### config.mk
export PLATFORM = sky130hd
export DESIGN_NAME = nrzi_tx
export DESIGN_NICKNAME = d
export VERILOG_FILES = /design/src/rtl/nrzi_pkg.sv /design/src/rtl/nrzi_bit_timer.sv /design/src/rtl/nrzi_tx.sv
export SDC_FILE = /design/constraint.sdc
export NUM_CORES = 1
export LEC_CHECK = 0
export ABC_AREA = 1
export BUFFER_PORTS_ARGS = -buffer_cell sky130_fd_sc_hd__buf_2
export CAP_MARGIN = 20
export CORE_MARGIN = 2
export CORE_UTILIZATION = 39
export DETAILED_ROUTE_END_ITERATION = 16
export PLACE_DENSITY = 0.63
export SETUP_SLACK_MARGIN = 0.3
export SYNTH_ARGS = -nofsm -noshare
export SYNTH_HDL_FRONTEND = slang
export SYNTH_HIERARCHICAL = 1
export SYNTH_SLANG_ARGS = --single-unit
### constraint.sdc
create_clock -name clk -period 3.9 [get_ports clk]
set_input_delay 0.78 -clock clk [delete_from_list [all_inputs] [get_ports clk]]
set_output_delay 0.78 -clock clk [all_outputs]
set_load 0.05 [all_outputs]
### src/rtl/nrzi_pkg.sv
// Shared state encodings and constants for the NRZI transmitter.
// Imported by the transmitter top and its bit timer.
package nrzi_pkg;

  localparam logic S_IDLE    = 1'b0;
  localparam logic S_SHIFT   = 1'b1;
  localparam logic LINE_IDLE = 1'b0;

  function automatic int cnt_w(input int n);
    return (n > 1) ? $clog2(n) : 1;
  endfunction

endpackage

### src/rtl/nrzi_bit_timer.sv
// Bit-period and bit-index counters for the NRZI transmitter.
// Flags the first and last cycle of each bit and of each word.
module nrzi_bit_timer
  import nrzi_pkg::*;
#(
  parameter int DATA_W       = 8,
  parameter int CLKS_PER_BIT = 1
) (
  input  logic clk,
  input  logic rst,
  input  logic start,
  input  logic en,
  output logic bit_start,
  output logic bit_end,
  output logic last_cycle_of_word
);

  localparam int CW = cnt_w(CLKS_PER_BIT);
  localparam int BW = $clog2(DATA_W);
  localparam logic [CW-1:0] CLK_LAST = CW'(CLKS_PER_BIT - 1);
  localparam logic [BW-1:0] BIT_LAST = BW'(DATA_W - 1);

  logic [CW-1:0] clk_cnt;
  logic [BW-1:0] bit_cnt;

  assign bit_start = en && (clk_cnt == '0);
  assign bit_end   = en && (clk_cnt == CLK_LAST);
  assign last_cycle_of_word =
    bit_end && (bit_cnt == BIT_LAST);

  always_ff @(posedge clk or negedge rst) begin
    if (!rst) begin
      clk_cnt <= '0;
      bit_cnt <= '0;
    end else if (start) begin
      clk_cnt <= '0;
      bit_cnt <= '0;
    end else if (en) begin
      if (clk_cnt == CLK_LAST) begin
        clk_cnt <= '0;
        bit_cnt <= (bit_cnt == BIT_LAST) ?
                   '0 : bit_cnt + 1'b1;
      end else begin
        clk_cnt <= clk_cnt + 1'b1;
      end
    end
  end

endmodule

### src/rtl/nrzi_tx.sv
// NRZI serial transmitter: shifts words out LSB first and
// toggles the line for every '1' bit.
module nrzi_tx
  import nrzi_pkg::*;
#(
  parameter int DATA_W       = 8,
  parameter int CLKS_PER_BIT = 1
) (
  input  logic              clk,
  input  logic              rst,
  input  logic [DATA_W-1:0] din,
  input  logic              din_valid,
  output logic              din_ready,
  output logic              tx_line,
  output logic              tx_bit_start,
  output logic              tx_active,
  output logic              tx_done
);

  logic              state;
  logic              state_nxt;
  logic [DATA_W-1:0] sh;
  logic              shifting;
  logic              accept;
  logic              bit_end;
  logic              last;

  assign shifting  = (state == S_SHIFT);
  assign din_ready = (state == S_IDLE) || last;
  assign accept    = din_valid && din_ready;
  assign tx_active = shifting;
  assign tx_done   = last;

  nrzi_bit_timer #(
    .DATA_W      (DATA_W),
    .CLKS_PER_BIT(CLKS_PER_BIT)
  ) u_timer (
    .clk               (clk),
    .rst               (rst),
    .start             (accept),
    .en                (shifting),
    .bit_start         (tx_bit_start),
    .bit_end           (bit_end),
    .last_cycle_of_word(last)
  );

  always_ff @(posedge clk or negedge rst) begin
    if (!rst) state <= S_IDLE;
    else      state <= state_nxt;
  end

  always_comb begin
    state_nxt = state;
    case (state)
      S_IDLE:  if (accept) state_nxt = S_SHIFT;
      S_SHIFT: if (last && !accept) state_nxt = S_IDLE;
      default: state_nxt = S_IDLE;
    endcase
  end

  // The edge that ends one bit launches the next bit's toggle.
  always_ff @(posedge clk or negedge rst) begin
    if (!rst) begin
      sh      <= '0;
      tx_line <= LINE_IDLE;
    end else if (accept) begin
      sh      <= din;
      tx_line <= tx_line ^ din[0];
    end else if (bit_end && !last) begin
      sh      <= sh >> 1;
      tx_line <= tx_line ^ sh[1];
    end
  end

endmodule

After elaboration in Yosys (flattened, before gate mapping):

Cells that the tools add are included.

* reductions and logical operators: 11
* mux-type cells: 14
* equal/unequal tests: 2
* add/sub/neg operators: 2
* bitwise operators: 4

Operators with widths (number)
* $mux W8: 2
* $mux W3: 4
* $mux W1: 7
* $logic_and A1 B1 Y1: 5
* $reduce_bool A2 Y1: 2
* $add A3 B1 Y3 const B: 1
* $eq A3 B3 Y1 const B: 1
* $logic_not A1 Y1: 2
* $ne A2 B2 Y1 const B: 1
* $not A1 Y1: 2
* $pmux W1 S2: 1
* $reduce_and A2 Y1: 1
* $xor A1 B1 Y1: 2
* $add A1 B1 Y1 const B: 1
* $logic_or A1 B1 Y1: 1

* word-level logic and storage cells: 38
* output and inout port bits: 5
* input bits: 11
* bits in registers: 14

Logic depth before layout (Yosys ltp):

Gate-level depths: netlist of the first run.

* word-level depth: 9
* depth in mapped cells: 11
* gate-level depth less buffers: 11

Modules after synthesis:

The synthesis of the first run kept the hierarchy.

By module, submodules not included
* nrzi_tx: area each 508.0 um^2, times used 1, cells an instance 72, sequential area each 225.2 um^2
* nrzi_bit_timer: area each 182.7 um^2, times used 1, cells an instance 23, sequential area each 75.1 um^2

Worst setup path after synthesis of the first run:

No wires, ideal clock.

* path type: reg-to-output
* start: register state (netlist: tx_active)
* end: output din_ready
* slack: 1.576 ns
* data arrival time: 1.544 ns
* stages on the path, launching flop included: 5
* buffers on the path: 0
* path through: dfrtp_1 -> nand2_1 -> inv_1 -> inv_2 -> nand2_4

* longest elaborated chain between the ends: 3

Ends and longest elaborated chain
* start, declared: RTL line nrzi_tx.sv:20 `logic state;`
* start signal, assigned: RTL line nrzi_tx.sv:49 `else state <= state_nxt;`
* $logic_and A1 B1 Y1: RTL line nrzi_bit_timer.sv:27 `assign bit_end = en && (clk_cnt == CLK_LAST);`
* $logic_and A1 B1 Y1: RTL line nrzi_bit_timer.sv:29 `bit_end && (bit_cnt == BIT_LAST);`
* named net tx_done: RTL line nrzi_tx.sv:17 `output logic tx_done`
* $logic_or A1 B1 Y1: RTL line nrzi_tx.sv:29 `assign din_ready = (state == S_IDLE) || last;`
* end, declared: RTL line nrzi_tx.sv:13 `output logic din_ready,`

The timed path passes the listed nets, and every way through them passes these cells.

Worst setup path after layout of the first run:

* start: register u_timer.bit_cnt[0]
* end: output din_ready

* longest elaborated chain between the ends: 3

Ends and longest elaborated chain
* start, declared: RTL line nrzi_bit_timer.sv:24 `logic [BW-1:0] bit_cnt;`
* start signal, assigned: RTL line nrzi_bit_timer.sv:41 `bit_cnt <= (bit_cnt == BIT_LAST) ?`
* $eq A3 B3 Y1: RTL line nrzi_bit_timer.sv:29
* $logic_and A1 B1 Y1: RTL line nrzi_bit_timer.sv:29
* $logic_or A1 B1 Y1: RTL line nrzi_tx.sv:29

Every way passes these cells.

==> results of run 1 <==
per-stage QoR:
stage	std cells	area, µm²	power (mW)	util, %
after floorplan	95	690.7	0.4882	-
after global placement	125	772.0	0.5454	45.70
after detailed placement	125	772.0	0.5504	45.70
after CTS	128	794.5	0.6280	47.04
after global routing	128	794.5	0.6709	47.04
final	128	794.5	0.6152	47.04
cell type report:
type / instances / area (µm²)
inverters: 15 / 61.31
flip-flops and latches: 12 / 300.3
well taps: 17 / 21.27
fillers: 182 / 894.6
multi-input cells: 66 / 314.1
repair buffers: 15 / 75.07
clock buffers: 3 / 22.52
cell families (layout without fill, tap and decap cells):
logic type                 count (synthesis)  count (layout)  share of synthesized area, %
buffers and inverters                     17              33                         11.05
and+or+nand+nor                           64              64                         41.85
adders and majority gates                  2               2                         3.623
DFF                                       12              12                         43.48
registers in the layout, summed over array words and instances, names as in the netlist:
name,count
sh,7
tx_active,1
u_timer/bit_cnt,3
tx_line,1
path summary, 6_finish.rpt:
kind | endpoint | depth (start not counted) | startpoint | slack, ns
setup / recovery | din_ready | 7 | u_timer/bit_cnt[0] | 1.58
hold / removal | sh[3] | 1 | rst | 0.38
setup reg to reg | u_timer/bit_cnt[2] | 11 | u_timer/bit_cnt[0] | 2.31
hold reg to reg | sh[4] | 2 | sh[4] | 0.47
max in group asynchronous | u_timer/bit_cnt[2] | 1 | rst | 3.30
min in group clk | sh[4] | 2 | sh[4] | 0.47
cells in the mapped netlist:
| cell type | instances |
|---|---|
| sky130_fd_sc_hd__buf_4 | 2 |
| sky130_fd_sc_hd__dfrtp_1 | 12 |
| sky130_fd_sc_hd__ha_1 | 2 |
| sky130_fd_sc_hd__inv_1 | 11 |
| sky130_fd_sc_hd__inv_2 | 3 |
| sky130_fd_sc_hd__inv_6 | 1 |
| sky130_fd_sc_hd__nand2_1 | 47 |
| sky130_fd_sc_hd__nand2_4 | 2 |
| sky130_fd_sc_hd__nand3_1 | 10 |
| sky130_fd_sc_hd__nor2_1 | 2 |
| sky130_fd_sc_hd__nor2_2 | 2 |
| sky130_fd_sc_hd__nor2_8 | 1 |
per-layer routing:
| layer | share of wire (%) | wire [µm] | up-vias | GRT usage [%] |
|---|---|---|---|---|
| li1 | - | - | 318 | - |
| met1 | 47 | 537 | 253 | 15.23 |
| met2 | 48 | 549 | 13 | 20.28 |
| met3 | 4.7 | 54 | 2 | 4.706 |
| met4 | 0.87 | 10 | 0 | 6.857 |
| met5 | 0 | 0 | - | 0 |
worst max-delay path: cells and delay by family, from the launching register on:
kind	cells	cell delay, ns
and+or+nand+nor	2	0.13
DFF	1	0.39
buffers and inverters	3	0.36
adders and majority gates	2	0.40
report_power, final:
| group | switching (mW) | internal [mW] | leakage (nW) |
|---|---|---|---|
| registers | 0.0356 | 0.178 | 0.149 |
| logic | 0.218 | 0.109 | 0.328 |
| clock network | 0.0384 | 0.0357 | 0.0138 |
==> impl_summary.txt, run 1 <==
----------------------------------------------------
[Detailed routing]
  Number of nets still failing antenna checks after routing ... 0
  Number of vias per cell after detailed routing ... 4.578
  Initial DRT Pass Iterations ... 4
  Total routed wirelength ... 1.152 mm
  Wirelength per Cell ... 9.000 µm
  Initial drt markers ... 8
  Count of unresolved DRC violations after routing ... 0
  Total vias in the final route ... 586

[Clock network]
  CTS Hold Bufs ... 0
  Bufs on Longest Clock Path ... 2
  Gates resized, CTS repair ... 0
  Cell chosen for the clock root ... sky130_fd_sc_hd__clkbuf_4
  Clock tree from TritonCTS ... built
  Post-CTS Setup Repair Bufs ... 0
  Number of CTS-inserted buffers ... 3
  Worst skew pair latency ... ~0.27 ns
  CTS clk-pin slew, worst paths ... 0.07 ns
  CTS H-Tree Depth ... 1
  Clock net sink count ... 12

[GRT]
  Grt ovf ... 0
  Total track usage ... 12.91%
  Number of global-route vias before repair ... 471
  Global-route wire length before repair ... between 1.5 and 2 mm
  Maximum number of pins on one net before global-route repair ... 13
  Number of antenna violations at the first check in global routing ... 0

[Yosys]
  Mapped Avg Cell Area ... 7.270 µm²
  Syn nets ... 108
  Count of cell types in the netlist ... 12
  Synthesized instance count ... 95
  Area contributors post-synth ... sky130_fd_sc_hd__dfrtp_1 43%, sky130_fd_sc_hd__nand2_1 26%, sky130_fd_sc_hd__nand3_1 7.2%, sky130_fd_sc_hd__inv_1 6.0%, sky130_fd_sc_hd__ha_1 3.6%
  Mapped Area ... 690.7 µm²
  Yosys top cell by area ... sky130_fd_sc_hd__dfrtp_1
  Number of warnings issued by yosys ... 6
  Register bit count reported by yosys ... 12
  Sequential area share after synthesis ... 43.48%
  Fraction of post-synthesis cell area in the top cell type by area ... 43.48%

[Die]
  Num ports ... 16
  Core Rows ... 15
  Floorplan die height ... 46.08 µm
  Initial core utilization ... 40.89%
  Core footprint ... 1689 µm²
  Full die area ... 2123 µm²
  Horizontal die dimension ... 46.08 µm

[Placed design]
  I/O Buffers ... 15
  DP Worst Slack ... 1.850 ns
  Detailed-placement wirelength estimate ... slightly below 900 µm
  Final weighted congestion in routability-driven placement ... 0.7161

[Timing]
  Final Hold Vio Count ... 0
  Worst-case hold slack ... 0.3818 ns
  Measured slew at the worst slew-check pin ... 0.3406 ns
  Highest achievable clock rate ... 430.4 MHz
  Relative max-transition margin ... 77.29%
  Final period util ... slightly below 60%
  Post-route worst setup slack ... 1.577 ns
  Clock skew after layout ... 0.001136 ns
  Number of setup violations in the final report ... 0
  Count of pins over their slew limit ... 0
  Final TNS setup ... 0 ns
  RSZ-0062 raised after global routing ... false
  Minimum period implied by the final worst setup slack ... about 2.3 ns

[Critical path]
  Cell repeated most along the worst path ... sky130_fd_sc_hd__ha_1
  Cell at the slowest stage of the critical path ... sky130_fd_sc_hd__dfrtp_1
  Cell chain of the critical path ... ha_1 -> ha_1 -> nand2_1 -> inv_1 -> inv_2 -> nand2_4 -> buf_2
  Critical path's largest stage delay ... 0.39 ns
  Kind of critical path ... flop to output pin
  Req. time, crit path ... 3.12 ns
  Worst Path Max Fanout ... 5
  Category of the worst setup path launch point ... flop
  Data arrival time at the worst-slack endpoint ... between 1.5 and 2 ns
  Crit path capture type ... output pin

[Finish]
  Leading cell type in the layout, fill and taps excluded ... sky130_fd_sc_hd__nand2_1
  Leading cell types in the layout, fill and taps excluded ... 47 x sky130_fd_sc_hd__nand2_1, 15 x sky130_fd_sc_hd__buf_2, 12 x sky130_fd_sc_hd__dfrtp_1
  Ratio of cells with drive above 1 in the final layout ... 24.32%
  Fin nets ... between 100 and 150
  Number of diodes added for antenna fixing ... 0
  Synthesis-to-finish area growth ... 15.04%

[Min path]
  Worst min path class ... input pin to async pin

[Run]
  Max_cap viols ... 0

[Power]
  Total power per unit cell area ... a little under 800 nW/µm²
  Leakage ... 0.4906 nW
  Max rail drop VDD ... 0.0003113 V

[Outcome]
  Status ... completed

----------------------------------------------------
Note: power is estimated with default switching activity, not from simulation.
==> run 2: changes to the inputs <==
- ABC_AREA: 1 -> 0
- PLACE_DENSITY: 0.63 -> 0.66
- clock period: 3.9 -> 2.1 ns (I/O delays scaled with it)
==> run 2 against run 1 <==
Final area decreased by 2.0%. Utilization is 3.5 points higher. Clock skew up 0.0080 ns. Critical endpoint unchanged. Hold slack worse by 0.37 ns. Wire length decreased by 1.4%. Sequential share of layout area is 0.95 points higher.
==> impl_summary.txt, run 2 <==
----------------------------------------------------
[Critical path]
  Worst path buffer plus inverter count ... 1 (was 3)
  Req. time, crit path ... 1.68 ns (was 3.12 ns)
  Count of cells along the worst register-to-register path ... 7 (was 11)
  Origin of the critical flop-to-flop path ... u_timer/bit_cnt[0] (unchanged)
  Worst setup slack for register-to-register paths ... 0.28 ns (was 2.31 ns)
  Data arrival time at the worst-slack endpoint ... 1.43 ns (was 1.54 ns)
  Worst Path Max Fanout ... 3 (was 5)
  Critical path origin ... u_timer/bit_cnt[0] (unchanged)
  Crit path capture type ... output pin (unchanged)
  Cell chain of the critical path ... ha_2 -> ha_4 -> and2_4 -> nand2b_4 -> buf_8 (was ha_1 -> ha_1 -> nand2_1 -> inv_1 -> inv_2 -> nand2_4 -> buf_2)
  Critical path's largest stage delay ... 0.39 ns (about the same)
  Cell at the slowest stage of the critical path ... sky130_fd_sc_hd__dfrtp_1 (unchanged)
  Kind of critical path ... flop to output pin (unchanged)
  End of the worst register-to-register path ... tx_line (was u_timer/bit_cnt[2])
  Gate family responsible for the most delay along the worst path ... flip-flops (was adder cells)
  Category of the worst setup path launch point ... flop (unchanged)

[GRT]
  Maximum number of pins on one net before global-route repair ... 13 (unchanged)
  Global-route wire length before repair ... 1.911 mm (was 1.904 mm)
  Number of antenna violations at the first check in global routing ... 0 (unchanged)
  Total track usage ... 13.39% (was 12.91%)
  Number of global-route vias before repair ... 451 (was 471)
  Grt ovf ... 0 (unchanged)

[Finish]
  Number of diodes added for antenna fixing ... 0 (unchanged)
  Largest registers ... sh x7, u_timer/bit_cnt x3 (unchanged)
  Fin nets ... 88 (was 126)
  Non-Filler Cell Area, Final ... 778.2 µm² (was 794.5 µm²)
  Register bank with the most flops ... sh (unchanged)
  Leading cell type in the layout, fill and taps excluded ... sky130_fd_sc_hd__buf_2 (was sky130_fd_sc_hd__nand2_1)
  Ratio of cells with drive above 1 in the final layout ... 40.54% (was 24.32%)
  Flip-flop count of the largest register after layout ... 7 (unchanged)
  Leading cell types in the layout, fill and taps excluded ... 14 x sky130_fd_sc_hd__buf_2, 11 x sky130_fd_sc_hd__dfrtp_1, 8 x sky130_fd_sc_hd__mux2i_1 (was 47 x sky130_fd_sc_hd__nand2_1, 15 x sky130_fd_sc_hd__buf_2, 12 x sky130_fd_sc_hd__dfrtp_1)
  Layout Cells excl Fill ... 90 (was 128)
  Synthesis-to-finish area growth ... 18.70% (was 15.04%)

[Timing]
  Count of pins over their slew limit ... 0 (unchanged)
  Number of setup violations in the final report ... 0 (unchanged)
  Minimum period implied by the final worst setup slack ... 1.846 ns
  Clock skew after layout ... 0.009114 ns (was 0.001136 ns)
  RSZ-0062 raised after global routing ... true (was false)
  Final period util ... 87.90%
  Final TNS setup ... 0 ns (unchanged)
  Relative max-transition margin ... 83.07% (was 77.29%)
  Final Hold Vio Count ... 0 (unchanged)
  Worst-case hold slack ... 0.008922 ns (was 0.3818 ns)
  Highest achievable clock rate ... approximately 540 MHz
  Measured slew at the worst slew-check pin ... 0.2524 ns (was 0.3406 ns)

[Power]
  Switch share ... 41.77% (was 47.48%)
  Total power per unit cell area ... 1525 nW/µm² (was 774.3 nW/µm²)
  Final Power ... 1.187 mW (was 0.6152 mW)
  Part of the total power dissipated in the clock network ... 14.9% (was 12.0%)
  Leakage ... 0.3557 nW (was 0.4906 nW)
  Reported net switching power ... 0.4956 mW (was 0.2921 mW)
  Sequential share of power ... 33.6% (was 34.8%)
  Internal power consumption ... 0.6909 mW (was 0.3231 mW)
  Share of power burned in combinational logic ... 51.5% (was 53.2%)
  Max rail drop VDD ... 0.0005781 V (was 0.0003113 V)

[Detailed routing]
  Total vias in the final route ... 477 (was 586)
  Wirelength per Cell ... 12.62 µm (was 9.000 µm)
  Initial drt markers ... 2 (was 8)
  Initial DRT Pass Iterations ... 2 (was 4)
  Total routed wirelength ... 1.136 mm (was 1.152 mm)
  Number of vias per cell after detailed routing ... 5.300 (was 4.578)
  Count of unresolved DRC violations after routing ... 0 (unchanged)
  Number of nets still failing antenna checks after routing ... 0 (unchanged)

[Yosys]
  Fraction of post-synthesis cell area in the top cell type by area ... 45.80% (was 43.48%)
  Sequential area share after synthesis ... 45.80% (was 43.48%)
  Post-synth EDFFs ... 0 (unchanged)
  Count of cell types in the netlist ... 23 (was 12)
  Fraction of synthesis flops using an asynchronous set or reset pin ... 100.0% (unchanged)
  Yosys top cell by area ... sky130_fd_sc_hd__dfrtp_1 (unchanged)
  Syn nets ... 73 (was 108)
  Ys flop type ... sky130_fd_sc_hd__dfrtp_1 (unchanged)
  Register bit count reported by yosys ... 12 (unchanged)
  Number of warnings issued by yosys ... 6 (unchanged)
  Mapped Area ... 655.6 µm² (was 690.7 µm²)
  Area contributors post-synth ... sky130_fd_sc_hd__dfrtp_1 46%, sky130_fd_sc_hd__mux2i_1 12%, sky130_fd_sc_hd__nand3_1 5.3%, sky130_fd_sc_hd__ha_1 3.8%, sky130_fd_sc_hd__buf_4 3.4% (was sky130_fd_sc_hd__dfrtp_1 43%, sky130_fd_sc_hd__nand2_1 26%, sky130_fd_sc_hd__nand3_1 7.2%, sky130_fd_sc_hd__inv_1 6.0%, sky130_fd_sc_hd__ha_1 3.6%)
  Most numerous cell types in the synthesized netlist ... 12 x sky130_fd_sc_hd__dfrtp_1, 8 x sky130_fd_sc_hd__mux2i_1, 7 x sky130_fd_sc_hd__nand3_1 (was 47 x sky130_fd_sc_hd__nand2_1, 12 x sky130_fd_sc_hd__dfrtp_1, 11 x sky130_fd_sc_hd__inv_1)
  Synthesized instance count ... 60 (was 95)
  Mapped Avg Cell Area ... 10.93 µm² (was 7.270 µm²)
  Dominant cell by count in the synthesized netlist ... sky130_fd_sc_hd__dfrtp_1 (was sky130_fd_sc_hd__nand2_1)

[Die]
  Full die area ... 2025 µm² (was 2123 µm²)
  Core Rows ... 14 (was 15)
  Core footprint ... 1541 µm² (was 1689 µm²)
  Floorplan die height ... 45 µm (was 46.08 µm)
  Initial core utilization ... 42.53% (was 40.89%)
  Num ports ... 16 (unchanged)
  Horizontal die dimension ... 45 µm (was 46.08 µm)

[Clock network]
  Clock net sink count ... 12 (unchanged)
  CTS clk-pin slew, worst paths ... 0.08 ns (was 0.07 ns)
  Clock tree from TritonCTS ... built (unchanged)
  Number of CTS-inserted buffers ... 3 (unchanged)
  CTS H-Tree Depth ... 1 (unchanged)
  Cell chosen for the clock root ... sky130_fd_sc_hd__clkbuf_4 (unchanged)
  Worst skew pair latency ... 0.27 ns (about the same)
  Bufs on Longest Clock Path ... 2 (unchanged)

[Placed design]
  Placed instance count ... 85 (was 125)
  Detailed-placement wirelength estimate ... 838.7 µm (was 887.6 µm)
  Final weighted congestion in routability-driven placement ... 0.6615 (was 0.7161)
  I/O Buffers ... 15 (unchanged)
  Area of placed instances ... 709.4 µm² (was 772.0 µm²)

[Outcome]
  Status ... completed (unchanged)

[Run]
  Max_cap viols ... 0 (unchanged)

[Min path]
  Worst min path class ... input pin to async pin (unchanged)

----------------------------------------------------
run 2: cell count changes in the layout (fill, tap and decap cells not counted), sizes merged, moves of 3 or more:
cell / change
nand2: -47
inv: -14
mux2i: +8
o21ai: +7
nand2b: +4
and2: +3
nand3: -3
nor2: -3
run 2: worst register-to-register path, cell delays in order (launching register included):
cell and delay (ns):
sky130_fd_sc_hd__dfrtp_1 0.39, sky130_fd_sc_hd__ha_2 0.19, sky130_fd_sc_hd__ha_4 0.15, sky130_fd_sc_hd__and2_4 0.13, sky130_fd_sc_hd__nand2b_4 0.14, sky130_fd_sc_hd__buf_4 0.18
sky130_fd_sc_hd__a211o_1 0.31, sky130_fd_sc_hd__a221oi_2 0.24
run 2: power by group through the flow:
| stage | logic, mW | clock network, mW | registers [mW] |
|---|---|---|---|
| after floorplan | 0.467 | 0 | 0.431 |
| after global placement | 0.549 | 0 | 0.391 |
| after detailed placement | 0.560 | 0 | 0.396 |
| after CTS | 0.619 | 0.184 | 0.397 |
| after global routing | 0.672 | 0.197 | 0.410 |
| final | 0.611 | 0.177 | 0.398 |
run 2: worst max path at each step:
stage,cells past startpoint,endpoint,slack (ns)
floorplan,7,tx_line,0.31
global placement,6,tx_line,0.37
detailed placement,6,tx_line,0.33
CTS,5,din_ready,0.23
global route,7,tx_line,0.18
finish,5,din_ready,0.25
run 2: cell families (layout without fill, tap and decap cells):
group	Yosys count	after routing	share of synthesized area, %
compound gates	12	12	12.40
fa+ha+maj	2	2	3.816
buf+inv	7	21	8.204
flops	12	12	45.80
mux	8	8	12.21
simple gates	19	19	17.56
run 2: repair_timing:
action                     CTS  global route
resized for setup            6             0
setup endpoints to repair    2             7
buffers inserted             1             0
pin swaps                    1             0
hold buffers                 0             0
run 2: layout make-up:
type,count,area [µm²]
Inverter,1,3.754
Timing Repair Buffer,16,92.59
Fill cell,141,763.2
Clock buffer,4,36.28
Tap cell,16,20.02
Sequential cell,12,301.5
Multi-Input combinational cell,41,324.1
run 2: per-layer routing:
layer | track usage, % | vias to the layer above | part of all wire [%]
li1 | - | 239 | -
met1 | 16.92 | 228 | 48
met2 | 20.86 | 8 | 47
met3 | 2.400 | 2 | 3.3
met4 | 8.824 | 0 | 0.79
met5 | 0 | - | 0
run 2: per-stage QoR:
step | setup slack [ns] | utilization [%]
after floorplan | 0.3071 | -
after global placement | 0.3716 | 46.02
after detailed placement | 0.3320 | 46.02
after CTS | 0.2340 | 50.49
after global routing | 0.1845 | 50.49
final | 0.2540 | 50.49
